==> src/rtl/clock_pkg.sv <==
// Shared types and constants for the wall-clock set controller.
package clock_pkg;

  typedef enum logic [1:0] {
    RUN      = 2'd0,
    SET_HOUR = 2'd1,
    SET_MIN  = 2'd2
  } mode_e;

  localparam int unsigned HOURS_PER_DAY = 24;
  localparam int unsigned MIN_PER_HOUR  = 60;
  localparam int unsigned HOUR_W        = 5;
  localparam int unsigned MIN_W         = 6;

  // Hour increment with wrap 23 -> 0.
  function automatic logic [HOUR_W-1:0] next_hour(input logic [HOUR_W-1:0] h);
    return (h == HOUR_W'(HOURS_PER_DAY - 1)) ? '0 : h + 1'b1;
  endfunction

  // Minute increment with wrap 59 -> 0.
  function automatic logic [MIN_W-1:0] next_min(input logic [MIN_W-1:0] m);
    return (m == MIN_W'(MIN_PER_HOUR - 1)) ? '0 : m + 1'b1;
  endfunction

endpackage

==> src/rtl/clock_set_ctrl_if.sv <==
// Button, time-counter and display signals of the set controller.
// master: the controller; slave: the board / counter / display side.
interface clock_set_ctrl_if;
  import clock_pkg::*;

  logic              btn_mode;
  logic              btn_inc;
  logic [HOUR_W-1:0] cur_hour;
  logic [MIN_W-1:0]  cur_min;
  logic              sec_tick;
  logic              load;
  logic [HOUR_W-1:0] load_hour;
  logic [MIN_W-1:0]  load_min;
  logic [HOUR_W-1:0] disp_hour;
  logic [MIN_W-1:0]  disp_min;
  logic [3:0]        blank_mask;
  logic [1:0]        mode;

  modport master (
    input  btn_mode, btn_inc, cur_hour, cur_min,
    output sec_tick, load, load_hour, load_min, disp_hour, disp_min,
           blank_mask, mode
  );

  modport slave (
    output btn_mode, btn_inc, cur_hour, cur_min,
    input  sec_tick, load, load_hour, load_min, disp_hour, disp_min,
           blank_mask, mode
  );

endinterface

==> src/rtl/btn_debounce.sv <==
// Push-button conditioner: 2-flop synchronizer, stable-level debouncer
// and a one-cycle pulse on each accepted press (release is silent).
module btn_debounce #(
  parameter int unsigned DEB_CYC = 4
) (
  input  logic clk,
  input  logic rst_n,
  input  logic btn,
  output logic press
);

  localparam int unsigned CNT_W = (DEB_CYC > 1) ? $clog2(DEB_CYC) : 1;

  logic             sync1;
  logic             sync2;
  logic             level;
  logic             level_d;
  logic [CNT_W-1:0] cnt;

  // Bring the asynchronous button into the clock domain.
  always_ff @(posedge clk) begin
    if (!rst_n) begin
      sync1 <= 1'b0;
      sync2 <= 1'b0;
    end else begin
      sync1 <= btn;
      sync2 <= sync1;
    end
  end

  // Accept a new level only after it has differed for DEB_CYC straight cycles.
  always_ff @(posedge clk) begin
    if (!rst_n) begin
      level <= 1'b0;
      cnt   <= '0;
    end else if (sync2 == level) begin
      cnt <= '0;
    end else if (cnt == CNT_W'(DEB_CYC - 1)) begin
      level <= sync2;
      cnt   <= '0;
    end else begin
      cnt <= cnt + 1'b1;
    end
  end

  // Registered rising-edge detect of the debounced level.
  always_ff @(posedge clk) begin
    if (!rst_n) begin
      level_d <= 1'b0;
      press   <= 1'b0;
    end else begin
      level_d <= level;
      press   <= level & ~level_d;
    end
  end

endmodule

==> src/rtl/clock_set_ctrl.sv <==
// Wall-clock controller: 1 Hz prescaler, RUN/SET_HOUR/SET_MIN mode machine,
// edit registers with load-back on exit, and blinking of the edited digits.
module clock_set_ctrl
  import clock_pkg::*;
#(
  parameter int unsigned CLK_HZ      = 12000000,
  parameter int unsigned DEBOUNCE_MS = 20,
  parameter int unsigned BLINK_HZ    = 2
) (
  input  logic             clk,
  input  logic             rst_n,
  clock_set_ctrl_if.master bus
);

  localparam int unsigned DEB_CYC    = CLK_HZ / 1000 * DEBOUNCE_MS;
  localparam int unsigned HALF_BLINK = CLK_HZ / (2 * BLINK_HZ);
  localparam int unsigned PS_W       = (CLK_HZ > 1) ? $clog2(CLK_HZ) : 1;
  localparam int unsigned BL_W       = (HALF_BLINK > 1) ? $clog2(HALF_BLINK) : 1;

  logic              mode_press;
  logic              inc_press;

  mode_e             state;
  mode_e             state_nxt;
  logic [HOUR_W-1:0] e_hour;
  logic [HOUR_W-1:0] e_hour_nxt;
  logic [MIN_W-1:0]  e_min;
  logic [MIN_W-1:0]  e_min_nxt;
  logic              load_nxt;

  logic [PS_W-1:0]   ps_cnt;
  logic [BL_W-1:0]   blink_cnt;
  logic [BL_W-1:0]   blink_cnt_nxt;
  logic              blink_ph;
  logic              blink_ph_nxt;
  logic [3:0]        blank_nxt;

  logic              sec_tick_q;
  logic              load_q;
  logic [HOUR_W-1:0] disp_hour_q;
  logic [MIN_W-1:0]  disp_min_q;
  logic [3:0]        blank_q;

  btn_debounce #(.DEB_CYC(DEB_CYC)) u_mode_btn (
    .clk   (clk),
    .rst_n (rst_n),
    .btn   (bus.btn_mode),
    .press (mode_press)
  );

  btn_debounce #(.DEB_CYC(DEB_CYC)) u_inc_btn (
    .clk   (clk),
    .rst_n (rst_n),
    .btn   (bus.btn_inc),
    .press (inc_press)
  );

  // Mode transitions and edit-register updates; a mode press masks inc.
  always_comb begin
    state_nxt  = state;
    e_hour_nxt = e_hour;
    e_min_nxt  = e_min;
    load_nxt   = 1'b0;
    case (state)
      RUN: begin
        if (mode_press) begin
          state_nxt  = SET_HOUR;
          e_hour_nxt = bus.cur_hour;
          e_min_nxt  = bus.cur_min;
        end
      end
      SET_HOUR: begin
        if (mode_press)     state_nxt  = SET_MIN;
        else if (inc_press) e_hour_nxt = next_hour(e_hour);
      end
      SET_MIN: begin
        if (mode_press) begin
          state_nxt = RUN;
          load_nxt  = 1'b1;
        end else if (inc_press) begin
          e_min_nxt = next_min(e_min);
        end
      end
      default: state_nxt = RUN;
    endcase
  end

  // Blink phase restarts visible on every state change and idles in RUN.
  always_comb begin
    blink_cnt_nxt = '0;
    blink_ph_nxt  = 1'b0;
    if (state_nxt == state && state != RUN) begin
      if (blink_cnt == BL_W'(HALF_BLINK - 1)) begin
        blink_cnt_nxt = '0;
        blink_ph_nxt  = ~blink_ph;
      end else begin
        blink_cnt_nxt = blink_cnt + 1'b1;
        blink_ph_nxt  = blink_ph;
      end
    end
    blank_nxt = '0;
    if (blink_ph_nxt) begin
      case (state_nxt)
        SET_HOUR: blank_nxt = 4'b0011;
        SET_MIN:  blank_nxt = 4'b1100;
        default:  blank_nxt = '0;
      endcase
    end
  end

  // Seconds prescaler: free-runs in RUN, held at zero while editing.
  always_ff @(posedge clk) begin
    if (!rst_n || state != RUN) begin
      ps_cnt <= '0;
    end else if (ps_cnt == PS_W'(CLK_HZ - 1)) begin
      ps_cnt <= '0;
    end else begin
      ps_cnt <= ps_cnt + 1'b1;
    end
  end

  // Blink counter and phase registers.
  always_ff @(posedge clk) begin
    if (!rst_n) begin
      blink_cnt <= '0;
      blink_ph  <= 1'b0;
    end else begin
      blink_cnt <= blink_cnt_nxt;
      blink_ph  <= blink_ph_nxt;
    end
  end

  // State, edit registers and registered outputs. Outputs are built from the
  // next-state values so they line up with the cycle in which mode changes.
  always_ff @(posedge clk) begin
    if (!rst_n) begin
      state       <= RUN;
      e_hour      <= '0;
      e_min       <= '0;
      sec_tick_q  <= 1'b0;
      load_q      <= 1'b0;
      disp_hour_q <= bus.cur_hour;
      disp_min_q  <= bus.cur_min;
      blank_q     <= '0;
    end else begin
      state       <= state_nxt;
      e_hour      <= e_hour_nxt;
      e_min       <= e_min_nxt;
      sec_tick_q  <= (state == RUN) && (state_nxt == RUN) &&
                     (ps_cnt == PS_W'(CLK_HZ - 1));
      load_q      <= load_nxt;
      disp_hour_q <= (state_nxt == RUN) ? bus.cur_hour : e_hour_nxt;
      disp_min_q  <= (state_nxt == RUN) ? bus.cur_min  : e_min_nxt;
      blank_q     <= blank_nxt;
    end
  end

  assign bus.sec_tick   = sec_tick_q;
  assign bus.load       = load_q;
  assign bus.load_hour  = e_hour;
  assign bus.load_min   = e_min;
  assign bus.disp_hour  = disp_hour_q;
  assign bus.disp_min   = disp_min_q;
  assign bus.blank_mask = blank_q;
  assign bus.mode       = state;

endmodule
==> src/flat_wrapper.sv <==
// flat-port wrapper written by rule: the top's interface ports become plain ports
module clock_set_ctrl_flat import clock_pkg::*;
#(
  parameter int unsigned CLK_HZ      = 12000000,
  parameter int unsigned DEBOUNCE_MS = 20,
  parameter int unsigned BLINK_HZ    = 2
)
  (clk, rst_n, bus_btn_mode, bus_btn_inc, bus_cur_hour, bus_cur_min, bus_sec_tick, bus_load, bus_load_hour, bus_load_min, bus_disp_hour, bus_disp_min, bus_blank_mask, bus_mode);
  clock_set_ctrl_if bus_i ();
  input  logic clk;
  input  logic rst_n;
  input wire logic [$bits(bus_i.btn_mode)-1:0] bus_btn_mode;
  input wire logic [$bits(bus_i.btn_inc)-1:0] bus_btn_inc;
  input wire logic [$bits(bus_i.cur_hour)-1:0] bus_cur_hour;
  input wire logic [$bits(bus_i.cur_min)-1:0] bus_cur_min;
  output wire logic [$bits(bus_i.sec_tick)-1:0] bus_sec_tick;
  output wire logic [$bits(bus_i.load)-1:0] bus_load;
  output wire logic [$bits(bus_i.load_hour)-1:0] bus_load_hour;
  output wire logic [$bits(bus_i.load_min)-1:0] bus_load_min;
  output wire logic [$bits(bus_i.disp_hour)-1:0] bus_disp_hour;
  output wire logic [$bits(bus_i.disp_min)-1:0] bus_disp_min;
  output wire logic [$bits(bus_i.blank_mask)-1:0] bus_blank_mask;
  output wire logic [$bits(bus_i.mode)-1:0] bus_mode;
  assign bus_i.btn_mode = bus_btn_mode;
  assign bus_i.btn_inc = bus_btn_inc;
  assign bus_i.cur_hour = bus_cur_hour;
  assign bus_i.cur_min = bus_cur_min;
  assign bus_sec_tick = bus_i.sec_tick;
  assign bus_load = bus_i.load;
  assign bus_load_hour = bus_i.load_hour;
  assign bus_load_min = bus_i.load_min;
  assign bus_disp_hour = bus_i.disp_hour;
  assign bus_disp_min = bus_i.disp_min;
  assign bus_blank_mask = bus_i.blank_mask;
  assign bus_mode = bus_i.mode;
  clock_set_ctrl #(.CLK_HZ(CLK_HZ), .DEBOUNCE_MS(DEBOUNCE_MS), .BLINK_HZ(BLINK_HZ)) u_core (.clk(clk), .rst_n(rst_n), .bus(bus_i));
endmodule
==> config.mk <==
export PLATFORM = sky130hd
export DESIGN_NAME = clock_set_ctrl_flat
export DESIGN_NICKNAME = d
export VERILOG_FILES = /design/src/rtl/clock_pkg.sv /design/src/rtl/clock_set_ctrl_if.sv /design/src/rtl/btn_debounce.sv /design/src/rtl/clock_set_ctrl.sv /design/src/flat_wrapper.sv
export SDC_FILE = /design/constraint.sdc
export NUM_CORES = 1
export LEC_CHECK = 0
export CORE_ASPECT_RATIO = 0.9
export CORE_UTILIZATION = 58
export CTS_CLUSTER_DIAMETER = 100
export DETAILED_ROUTE_END_ITERATION = 7
export PLACE_DENSITY = 0.79
export SLEW_MARGIN = 25
export SYNTH_ARGS = -nofsm -noshare
export SYNTH_HDL_FRONTEND = slang
export SYNTH_SLANG_ARGS = --single-unit
export TNS_END_PERCENT = 50
==> constraint.sdc <==
create_clock -name clk -period 2.5 [get_ports clk]
set_input_delay 0.5 -clock clk [delete_from_list [all_inputs] [get_ports clk]]
set_output_delay 0.5 -clock clk [all_outputs]
set_load 0.1 [all_outputs]
==> results.sh, run 1 <==
export IMPL_status="completed"
export IMPL_worst_hold_path_type="reg2reg"
export IMPL_postSynthAreaPerCell_sq_um=8.54
export IMPL_min_period_over_period=0.878
export IMPL_pin_count=45
export IMPL_htree_levels=4
export IMPL_postCtsSetupRepairBufs=0
export IMPL_rrSetupSlack_ns=0.45
export IMPL_p_leak_uw=0.00231
export IMPL_rows=33
export IMPL_postRouteAntennaNets=0
export IMPL_ys_ff_latch=121
export IMPL_syn_num_nets=676
export IMPL_required_ns=2.00
export IMPL_drt_vias_per_instance=5.95
export IMPL_numClockSinks=121
export IMPL_ys_seq_area_frac=0.433
export IMPL_wl_per_cell_um=15.2
export IMPL_clock_root_buffer="clkbuf_8"
export IMPL_antenna_found_initial=0
export IMPL_cp_max_fo=16
export IMPL_grt_pass1_vias=4629
export IMPL_powerDensity_mw_per_mm2=674
export IMPL_synth_top_area_frac=0.433
export IMPL_max_cap_violations=0
export IMPL_cts_made_buffers=17
export IMPL_worst_path_max_delay_cell="dfxtp_1"
export IMPL_grt_max_degree=23
export IMPL_synth_top_area_cell="dfxtp_1"
export IMPL_drive_above_1_share=0.115
export IMPL_dr_pass1_iters=5
export IMPL_hold_buffers=0
export IMPL_yosys_warnings=0
export IMPL_coreArea_sq_mm=0.00925
export IMPL_synthCells=655
export IMPL_crit_chain="buf_4 > buf_12"
export IMPL_synth_edf_count=0
export IMPL_hpwl_um=8690
export IMPL_vdd_drop_max_v=0.000562
export IMPL_vias=4965
export IMPL_place_area_sq_mm=0.00610
export IMPL_synth_ff_type="dfxtp_1"
export IMPL_async_flop_share=0
export IMPL_track_usage=0.275
export IMPL_fin_skew_ns=0.00878
export IMPL_place_ws_ns=0.279
export IMPL_tns_ns=0
export IMPL_routed_wl_um=12700
export IMPL_port_buffers=44
export IMPL_cp_slowest_stage_delay_ns=0.67
export IMPL_worstSetupStartpointType="flip-flop"
export IMPL_finalMaxSlewViolations=0
export IMPL_critical_path_class="reg2out"
export IMPL_place_congestion=0.841
export IMPL_fin_util=0.723
export IMPL_grt_pass1_wl_um=21600
export IMPL_drc=0
export IMPL_antennaDiodeCount=0
export IMPL_worstSkewPairLatency_ns=0.53
export IMPL_rsz0062_at_grt="no"
export IMPL_fin_ws_ns=0.306
export IMPL_drtIter0Drc=303
export IMPL_max_freq_mhz=456
export IMPL_tightestPinTransition_ns=0.624
export IMPL_setup_viol=0
export IMPL_synth_area_leaders="dfxtp_1 (43%), nor2_1 (5.0%), xor2_1 (4.9%)"
export IMPL_cts_resized=0
export IMPL_design_area_sq_mm=0.00669
export IMPL_dieWidth_um=106
export IMPL_area_growth_pct=19.5
export IMPL_slew_limit_headroom=0.580
export IMPL_gr_total_overflow=0
export IMPL_synth_distinct_cells=60
export IMPL_start_util=0.605
export IMPL_die_area_sq_mm=0.0100
export IMPL_final_min_clock_period_ns=2.19
export IMPL_cts_buffer_depth=2
export IMPL_nets=720
export IMPL_final_hold_viol_count=0
export IMPL_die_h_um=95.2
export IMPL_critPathArrivalTime_ns=1.69
export IMPL_fill_cells=707
export IMPL_cp_end_kind="output port"
export IMPL_netlist_area_sq_mm=0.00559
export IMPL_tritoncts="done"
export IMPL_clk_pin_slew_ns=0.06
[routing by layer]
metal / global-route usage / vias up / part of all wire
li1: - / 2451 / -
met1: 0.349 / 2339 / 0.45
met2: 0.451 / 158 / 0.47
met3: 0.0697 / 17 / 0.063
met4: 0.112 / 0 / 0.013
met5: 0 / - / 0
[worst paths after layout]
kind | startpoint | endpoint | cells after the start
worst min-delay path | u_core.u_mode_btn.level_d | u_core.u_mode_btn.press | 1
worst min register to register | u_core.u_mode_btn.level_d | u_core.u_mode_btn.press | 1
worst max-delay path | u_core.bus.mode[0] | bus_mode[0] | 2
worst max register to register | u_core.u_mode_btn.cnt[0] | u_core.u_mode_btn.cnt[3] | 6
[flip-flops by register name (all words and copies together) (netlist names), 5 cells and up]
signal,cells
u_core.bus.load_hour,5
u_core.bus.load_min,6
u_core.u_mode_btn.cnt,18
u_core.ps_cnt,24
u_core.bus.disp_min,6
u_core.u_inc_btn.cnt,18
u_core.blink_cnt,22
u_core.bus.disp_hour,5
[synth_stat cells (all sizes together) (3+ instances only)]
cell type,number
dfxtp,121
clkbuf,24
nor4,6
xor2,31
and4b,3
o31ai,7
nand3b,4
nor2,74
buf,8
nor2b,8
inv,21
o21a,3
nand2,44
a21oi,38
or3,19
and4,9
and3,10
nor3,11
a211oi,3
a31oi,6
xnor2,22
and2,13
nand3,28
a22oi,4
nand2b,9
o21bai,4
o21ai,35
nand4,29
or4,13
ha,6
nor3b,4
a2bb2oi,6
[worst max-delay path: cells and delay by family (launching register included)]
kind,cells,cell delay (ns)
flip-flops,1,0.67
buffers and inverters,2,0.49
[cell type report]
type / instances / area [sq um] / area share
multi-input cells: 481 / 2950 / 0.441
clock buffers: 18 / 418 / 0.0625
repair buffers: 57 / 500 / 0.0749
inverters: 21 / 78.8 / 0.0118
flip-flops and latches: 121 / 2420 / 0.362
well taps: 122 / 153 / 0.0228
clock inverters: 14 / 164 / 0.0245
[where the power goes]
part	leakage, uW	switching, uW	internal (uW)
clock	0.000275	943	1440
combinational	0.00106	112	52.1
sequential	0.000980	8.34	1950
total	0.00231	1060	3440
[placed cells by master, fill, tap and decap left out, types with 9 or more instances in the layout]
| cell | count |
|---|---|
| dfxtp_1 | 121 |
| and2_1 | 13 |
| nand4_1 | 29 |
| nand2b_1 | 9 |
| inv_1 | 21 |
| nand2_1 | 44 |
| or3_1 | 19 |
| nor2_1 | 74 |
| o21ai_0 | 35 |
| buf_4 | 40 |
| or4_1 | 13 |
| xnor2_1 | 22 |
| nor3_1 | 11 |
| clkbuf_16 | 16 |
| xor2_1 | 31 |
| and3_1 | 10 |
| nand3_1 | 27 |
| clkdlybuf4s50_1 | 14 |
| a21oi_1 | 38 |
[through the flow]
stage | total power, uW | instances | hold slack, ns
floorplan | 2100 | 655 | 0.367
CTS | 4540 | 834 | 0.385
finish | 4500 | 834 | 0.387
global route | 4650 | 834 | 0.395
global placement | 2160 | 802 | 0.372
detailed placement | 2160 | 802 | 0.381
[logic make-up after synthesis]
| family | after synthesis | synth area share |
|---|---|---|
| AO/OA/AOI/OAI | 127 | 0.142 |
| AND/OR/NAND/NOR | 294 | 0.286 |
| multiplexers | 1 | 0.00179 |
| adder cells (fa/ha/maj) | 6 | 0.0134 |
| buffers and inverters | 53 | 0.0403 |
| flip-flops | 121 | 0.433 |
| XOR/XNOR | 53 | 0.0830 |
(Power assumes the default switching activity.)
==> run 2: changes to the inputs <==
--- a/config.mk
+++ b/config.mk
@@ -6,11 +6,11 @@
 export NUM_CORES = 1
 export LEC_CHECK = 0
 export CORE_ASPECT_RATIO = 0.9
-export CORE_UTILIZATION = 58
+export CORE_UTILIZATION = 55
 export CTS_CLUSTER_DIAMETER = 100
 export DETAILED_ROUTE_END_ITERATION = 7
-export PLACE_DENSITY = 0.79
-export SLEW_MARGIN = 25
+export PLACE_DENSITY = 0.75
+export SLEW_MARGIN = 20
 export SYNTH_ARGS = -nofsm -noshare
 export SYNTH_HDL_FRONTEND = slang
 export SYNTH_SLANG_ARGS = --single-unit
==> results.sh, run 2 (synthesis results as in run 1) <==
export IMPL_status="completed"
export IMPL_vdd_drop_max_v=0.000549
export IMPL_crit_buf_inv=1
export IMPL_numClockSinks=121
export IMPL_htree_levels=4
export IMPL_cts_resized=0
export IMPL_place_congestion=0.844
export IMPL_final_hold_viol_count=0
export IMPL_cp_slowest_stage_delay_ns=0.54
export IMPL_clock_root_buffer="clkbuf_16"
export IMPL_cp_end_kind="flip-flop"
export IMPL_powerDensity_mw_per_mm2=696
export IMPL_drtIter0Drc=283
export IMPL_tns_ns=0
export IMPL_tightestPinTransition_ns=0.586
export IMPL_cts_buffer_depth=2
export IMPL_setup_viol=0
export IMPL_worstSetupStartpointType="flip-flop"
export IMPL_start_util=0.572
export IMPL_min_period_over_period=0.839
export IMPL_rows=34
export IMPL_dr_wl_met2_um=5740
export IMPL_p_leak_uw=0.00232
export IMPL_cp_max_fo=14
export IMPL_whs_ns=0.392
export IMPL_antenna_found_initial=0
export IMPL_wl_met3_um=631
export IMPL_gr_total_overflow=0
export IMPL_fin_cells=838
export IMPL_max_cap_violations=0
export IMPL_largest_register_ffs=24
export IMPL_crit_chain="or4b_1 > nor4_2 > a21o_1 > buf_12 > a21oi_1"
export IMPL_worstSkewPairLatency_ns=0.41
export IMPL_drc=0
export IMPL_coreArea_sq_mm=0.00978
export IMPL_critical_path_class="reg2reg"
export IMPL_fin_skew_ns=0.00589
export IMPL_worst_path_max_delay_cell="or4b_1"
export IMPL_cts_made_buffers=17
export IMPL_required_ns=2.80
export IMPL_die_h_um=97.7
export IMPL_power_total_uw=4700
export IMPL_hpwl_um=8620
export IMPL_final_common_cell="dfxtp_1"
export IMPL_area_growth_pct=20.6
export IMPL_grt_pass1_wl_um=21000
export IMPL_final_min_clock_period_ns=2.10
export IMPL_regMostFlops="u_core.ps_cnt"
export IMPL_clk_pin_slew_ns=0.05
export IMPL_rsz0062_at_grt="no"
export IMPL_fin_util=0.689
export IMPL_antennaDiodeCount=0
export IMPL_finalMaxSlewViolations=0
export IMPL_nets=720
export IMPL_port_buffers=44
export IMPL_track_usage=0.251
export IMPL_pin_count=45
export IMPL_routed_wl_um=12400
export IMPL_grt_pass1_vias=4573
export IMPL_postRouteAntennaNets=0
export IMPL_drt_vias_per_instance=5.78
export IMPL_critPathArrivalTime_ns=2.39
export IMPL_mostFrequentLayoutCells="dfxtp_1 (121), nor2_1 (74), nand2_1 (44)"
export IMPL_postCtsSetupRepairBufs=0
export IMPL_die_area_sq_mm=0.0106
export IMPL_wl_per_cell_um=14.8
export IMPL_fill_cells=804
export IMPL_tritoncts="done"
export IMPL_drive_above_1_share=0.117
export IMPL_vias=4845
export IMPL_crit_family="simple AND/OR/NAND/NOR gates"
export IMPL_worst_hold_path_type="reg2reg"
export IMPL_max_freq_mhz=477
export IMPL_dp_cells=806
export IMPL_routed_top_layer="met4"
export IMPL_slew_limit_headroom=0.609
export IMPL_hold_buffers=0
export IMPL_top_regs="u_core.ps_cnt x24, u_core.blink_cnt x22"
export IMPL_grt_max_degree=22
export IMPL_dr_pass1_iters=5
export IMPL_wl_met1_um=5850
export IMPL_dieWidth_um=108
run 2: cell count changes in the layout (fill, tap and decap cells not counted):
cell and delta:
clkbuf_1 -1, inv_6 -3, bufinv_16 +2, clkinv_2 +1, clkinv_4 -2, clkbuf_16 +1
inv_8 -1, clkinvlp_4 +3
run 2: stage by stage:
stage,setup WS [ns],cell area (sq um)
after floorplan,0.163,5590
after global placement,0.257,6110
after detailed placement,0.183,6110
after CTS,0.343,6740
after global routing,0.260,6750
final,0.402,6750
run 2: final timing paths:
path | from | end | slack [ns] | cells after the start
setup / recovery | u_core.ps_cnt[14] | u_core.ps_cnt[21] | 0.40 | 5
hold reg to reg | u_core.u_mode_btn.level_d | u_core.u_mode_btn.press | 0.39 | 1
setup reg to reg | u_core.ps_cnt[14] | u_core.ps_cnt[21] | 0.40 | 5
hold / removal | u_core.u_mode_btn.level_d | u_core.u_mode_btn.press | 0.39 | 1
run 2: worst register-to-register path, cell delays in order (launching register included):
cell     delay (ns)
dfxtp_1        0.36
or4b_1         0.54
nor4_2         0.53
a21o_1         0.34
buf_12         0.18
a21oi_1        0.05
run 2: metal layers:
layer / vias to the layer above / global-route usage
li1: 2441 / -
met1: 2271 / 0.325
met2: 119 / 0.399
met3: 14 / 0.0698
met4: 0 / 0.0852
met5: - / 0
run 2: final cells by class:
class                      instances  area, sq um  share of cell area
tap                              126          158              0.0234
inverter                          21         78.8              0.0117
timing repair buffer              57          500              0.0742
sequential                       121         2420               0.359
clock inverter                    14          196              0.0291
multi-input combinational        481         2950               0.437
clock buffer                      18          439              0.0651
run 2: where the power goes:
group / internal [uW] / leakage, uW / switching (uW)
Combinational: 51.2 / 0.00105 / 110
Clock: 1700 / 0.000291 / 882
Sequential: 1950 / 0.000980 / 8.56
==> run 3: changes to the inputs <==
--- a/config.mk
+++ b/config.mk
@@ -6,10 +6,10 @@
 export NUM_CORES = 1
 export LEC_CHECK = 0
 export CORE_ASPECT_RATIO = 0.9
-export CORE_UTILIZATION = 55
+export CORE_UTILIZATION = 52
 export CTS_CLUSTER_DIAMETER = 100
 export DETAILED_ROUTE_END_ITERATION = 7
-export PLACE_DENSITY = 0.75
+export PLACE_DENSITY = 0.74
 export SLEW_MARGIN = 20
 export SYNTH_ARGS = -nofsm -noshare
 export SYNTH_HDL_FRONTEND = slang
==> constraint.sdc (replaced) <==
create_clock -name clk -period 1.8 [get_ports clk]
set_input_delay 0.36 -clock clk [delete_from_list [all_inputs] [get_ports clk]]
set_output_delay 0.36 -clock clk [all_outputs]
set_load 0.1 [all_outputs]
==> results.sh, run 3 (synthesis results as in run 1) <==
export IMPL_nets=777
export IMPL_postRouteAntennaNets=0
export IMPL_final_min_clock_period_ns=1.76
export IMPL_p_leak_uw=0.00272
export IMPL_crit_chain="or4b_1 > nor4_4 > a21o_1 > buf_4 > nor2_1"
export IMPL_drt_vias_per_instance=5.77
export IMPL_powerDensity_mw_per_mm2=836
export IMPL_vdd_drop_max_v=0.000961
export IMPL_final_common_cell="dfxtp_1"
export IMPL_vias=5160
export IMPL_cp_slowest_stage_delay_ns=0.58
export IMPL_r2r_start="u_core.ps_cnt[14]"
export IMPL_fill_cells=757
export IMPL_status="finished, violations left"
export IMPL_place_congestion=0.862
export IMPL_port_buffers=44
export IMPL_whs_path_depth=1
export IMPL_worstSetupStartpointType="flip-flop"
export IMPL_regMostFlops="u_core.ps_cnt"
export IMPL_rsz0062_at_grt="yes"
export IMPL_max_freq_mhz=570
export IMPL_design_area_sq_mm=0.00755
export IMPL_mostFrequentLayoutCells="dfxtp_1 (109), nor2_1 (74), buf_4 (69)"
export IMPL_max_cap_violations=0
export IMPL_min_period_over_period=0.976
export IMPL_setup_viol=0
export IMPL_slew_limit_headroom=0.684
export IMPL_drtIter0Drc=323
export IMPL_antenna_found_initial=0
export IMPL_finalMaxSlewViolations=0
export IMPL_rows=35
export IMPL_top_regs="u_core.ps_cnt x24, u_core.blink_cnt x22"
export IMPL_largest_register_ffs=24
export IMPL_drc=8
export IMPL_cts_buffer_depth=2
export IMPL_gr_total_overflow=0
export IMPL_cp_end_kind="flip-flop"
export IMPL_tightestPinTransition_ns=0.462
export IMPL_grt_pass1_vias=5060
export IMPL_area_growth_pct=35.0
export IMPL_worst_path_max_delay_cell="or4b_1"
export IMPL_final_hold_viol_count=0
export IMPL_routed_wl_um=14000
export IMPL_pin_count=45
export IMPL_start_util=0.541
export IMPL_cts_made_buffers=17
export IMPL_required_ns=2.09
export IMPL_wl_per_cell_um=15.6
export IMPL_drive_above_1_share=0.203
export IMPL_antennaDiodeCount=0
export IMPL_numClockSinks=121
export IMPL_worstHoldStart="u_core.u_inc_btn.level_d"
export IMPL_die_area_sq_mm=0.0112
export IMPL_worstSkewPairLatency_ns=0.41
export IMPL_power_total_uw=6310
export IMPL_hpwl_um=9760
export IMPL_rrSetupSlack_ns=0.04
export IMPL_critPathArrivalTime_ns=2.05
export IMPL_worst_hold_path_type="reg2reg"
export IMPL_die_h_um=100
export IMPL_fin_skew_ns=0.00746
export IMPL_tritoncts="done"
export IMPL_clock_root_buffer="clkbuf_16"
export IMPL_clk_pin_slew_ns=0.05
export IMPL_coreArea_sq_mm=0.0103
export IMPL_grt_max_degree=21
export IMPL_dieWidth_um=111
export IMPL_cp_max_fo=9
export IMPL_rr_worst_depth=5
export IMPL_crit_family="simple AND/OR/NAND/NOR gates"
export IMPL_track_usage=0.261
export IMPL_violations="design-rule violations"
export IMPL_dr_pass1_iters=7
export IMPL_crit_buf_inv=1
export IMPL_critical_path_class="reg2reg"
export IMPL_rr_endpoint="u_core.ps_cnt[13]"
export IMPL_hold_path_end="u_core.u_inc_btn.press"
export IMPL_grt_pass1_wl_um=23500
export IMPL_place_area_sq_mm=0.00690
export IMPL_htree_levels=4
export IMPL_whs_ns=0.381
-- run 3: per-stage QoR --
step,util,instances,worst slack [ns],setup TNS (ns)
floorplan,-,655,-0.0837,-0.845
global placement,0.667,865,-0.0666,-1.17
detailed placement,0.667,865,-0.170,-3.64
CTS,0.725,893,-0.00399,-0.00399
global route,0.731,894,-0.0485,-0.203
finish,0.731,894,0.0441,0
-- run 3: worst register-to-register path: stages (launching register included) --
cell and delay, ns:
dfxtp_2 0.33, or4b_1 0.58, nor4_4 0.32, a21o_1 0.18
buf_4 0.17, nor2_1 0.06
-- run 3: what timing repair did --
| item | 4_1_cts | 5_1_grt |
|---|---|---|
| resized for setup | 4 | 11 |
| hold buffers | 0 | 0 |
| pin swaps | 0 | 2 |
| setup buffers | 0 | 1 |
| setup endpoints to repair | 20 | 34 |
| gates cloned | 0 | 0 |
-- run 3: layer usage --
| layer | GRT usage | vias up | wire length (um) |
|---|---|---|---|
| li1 | - | 2554 | - |
| met1 | 0.320 | 2445 | 6080 |
| met2 | 0.457 | 144 | 6980 |
| met3 | 0.0568 | 17 | 737 |
| met4 | 0.0904 | 0 | 187 |
| met5 | 0 | - | 0 |
-- run 3: power breakdown --
part | total, uW | switching [uW] | internal [uW] | leakage [uW]
clock | 3320 | 1090 | 2230 | 0.000284
combinational | 277 | 162 | 115 | 0.00145
sequential | 2720 | 17.9 | 2700 | 0.000987
total | 6310 | 1270 | 5040 | 0.00272
-- run 3: area by class of cell --
cell class / count / area [sq um] / area share
tap: 129 / 161 / 0.0214
timing repair buffer: 114 / 1280 / 0.169
clock inverter: 2 / 60.1 / 0.00795
sequential: 121 / 2450 / 0.324
clock buffer: 26 / 519 / 0.0687
inverter: 21 / 78.8 / 0.0104
multi-input combinational: 481 / 3010 / 0.398
-- run 3: how the worst max path moves through the flow --
stage / from / end / slack (ns) / cells after the start
global route: u_core.blink_cnt[1] / u_core.blink_cnt[16] / -0.05 / 6
finish: u_core.ps_cnt[14] / u_core.ps_cnt[13] / 0.04 / 5
floorplan: u_core.u_mode_btn.cnt[0] / u_core.u_mode_btn.cnt[16] / -0.08 / 6
detailed placement: u_core.u_mode_btn.cnt[0] / u_core.u_mode_btn.cnt[11] / -0.17 / 5
global placement: u_core.u_mode_btn.cnt[0] / u_core.u_mode_btn.cnt[12] / -0.07 / 5
CTS: u_core.ps_cnt[14] / u_core.bus.sec_tick / -0.004 / 5
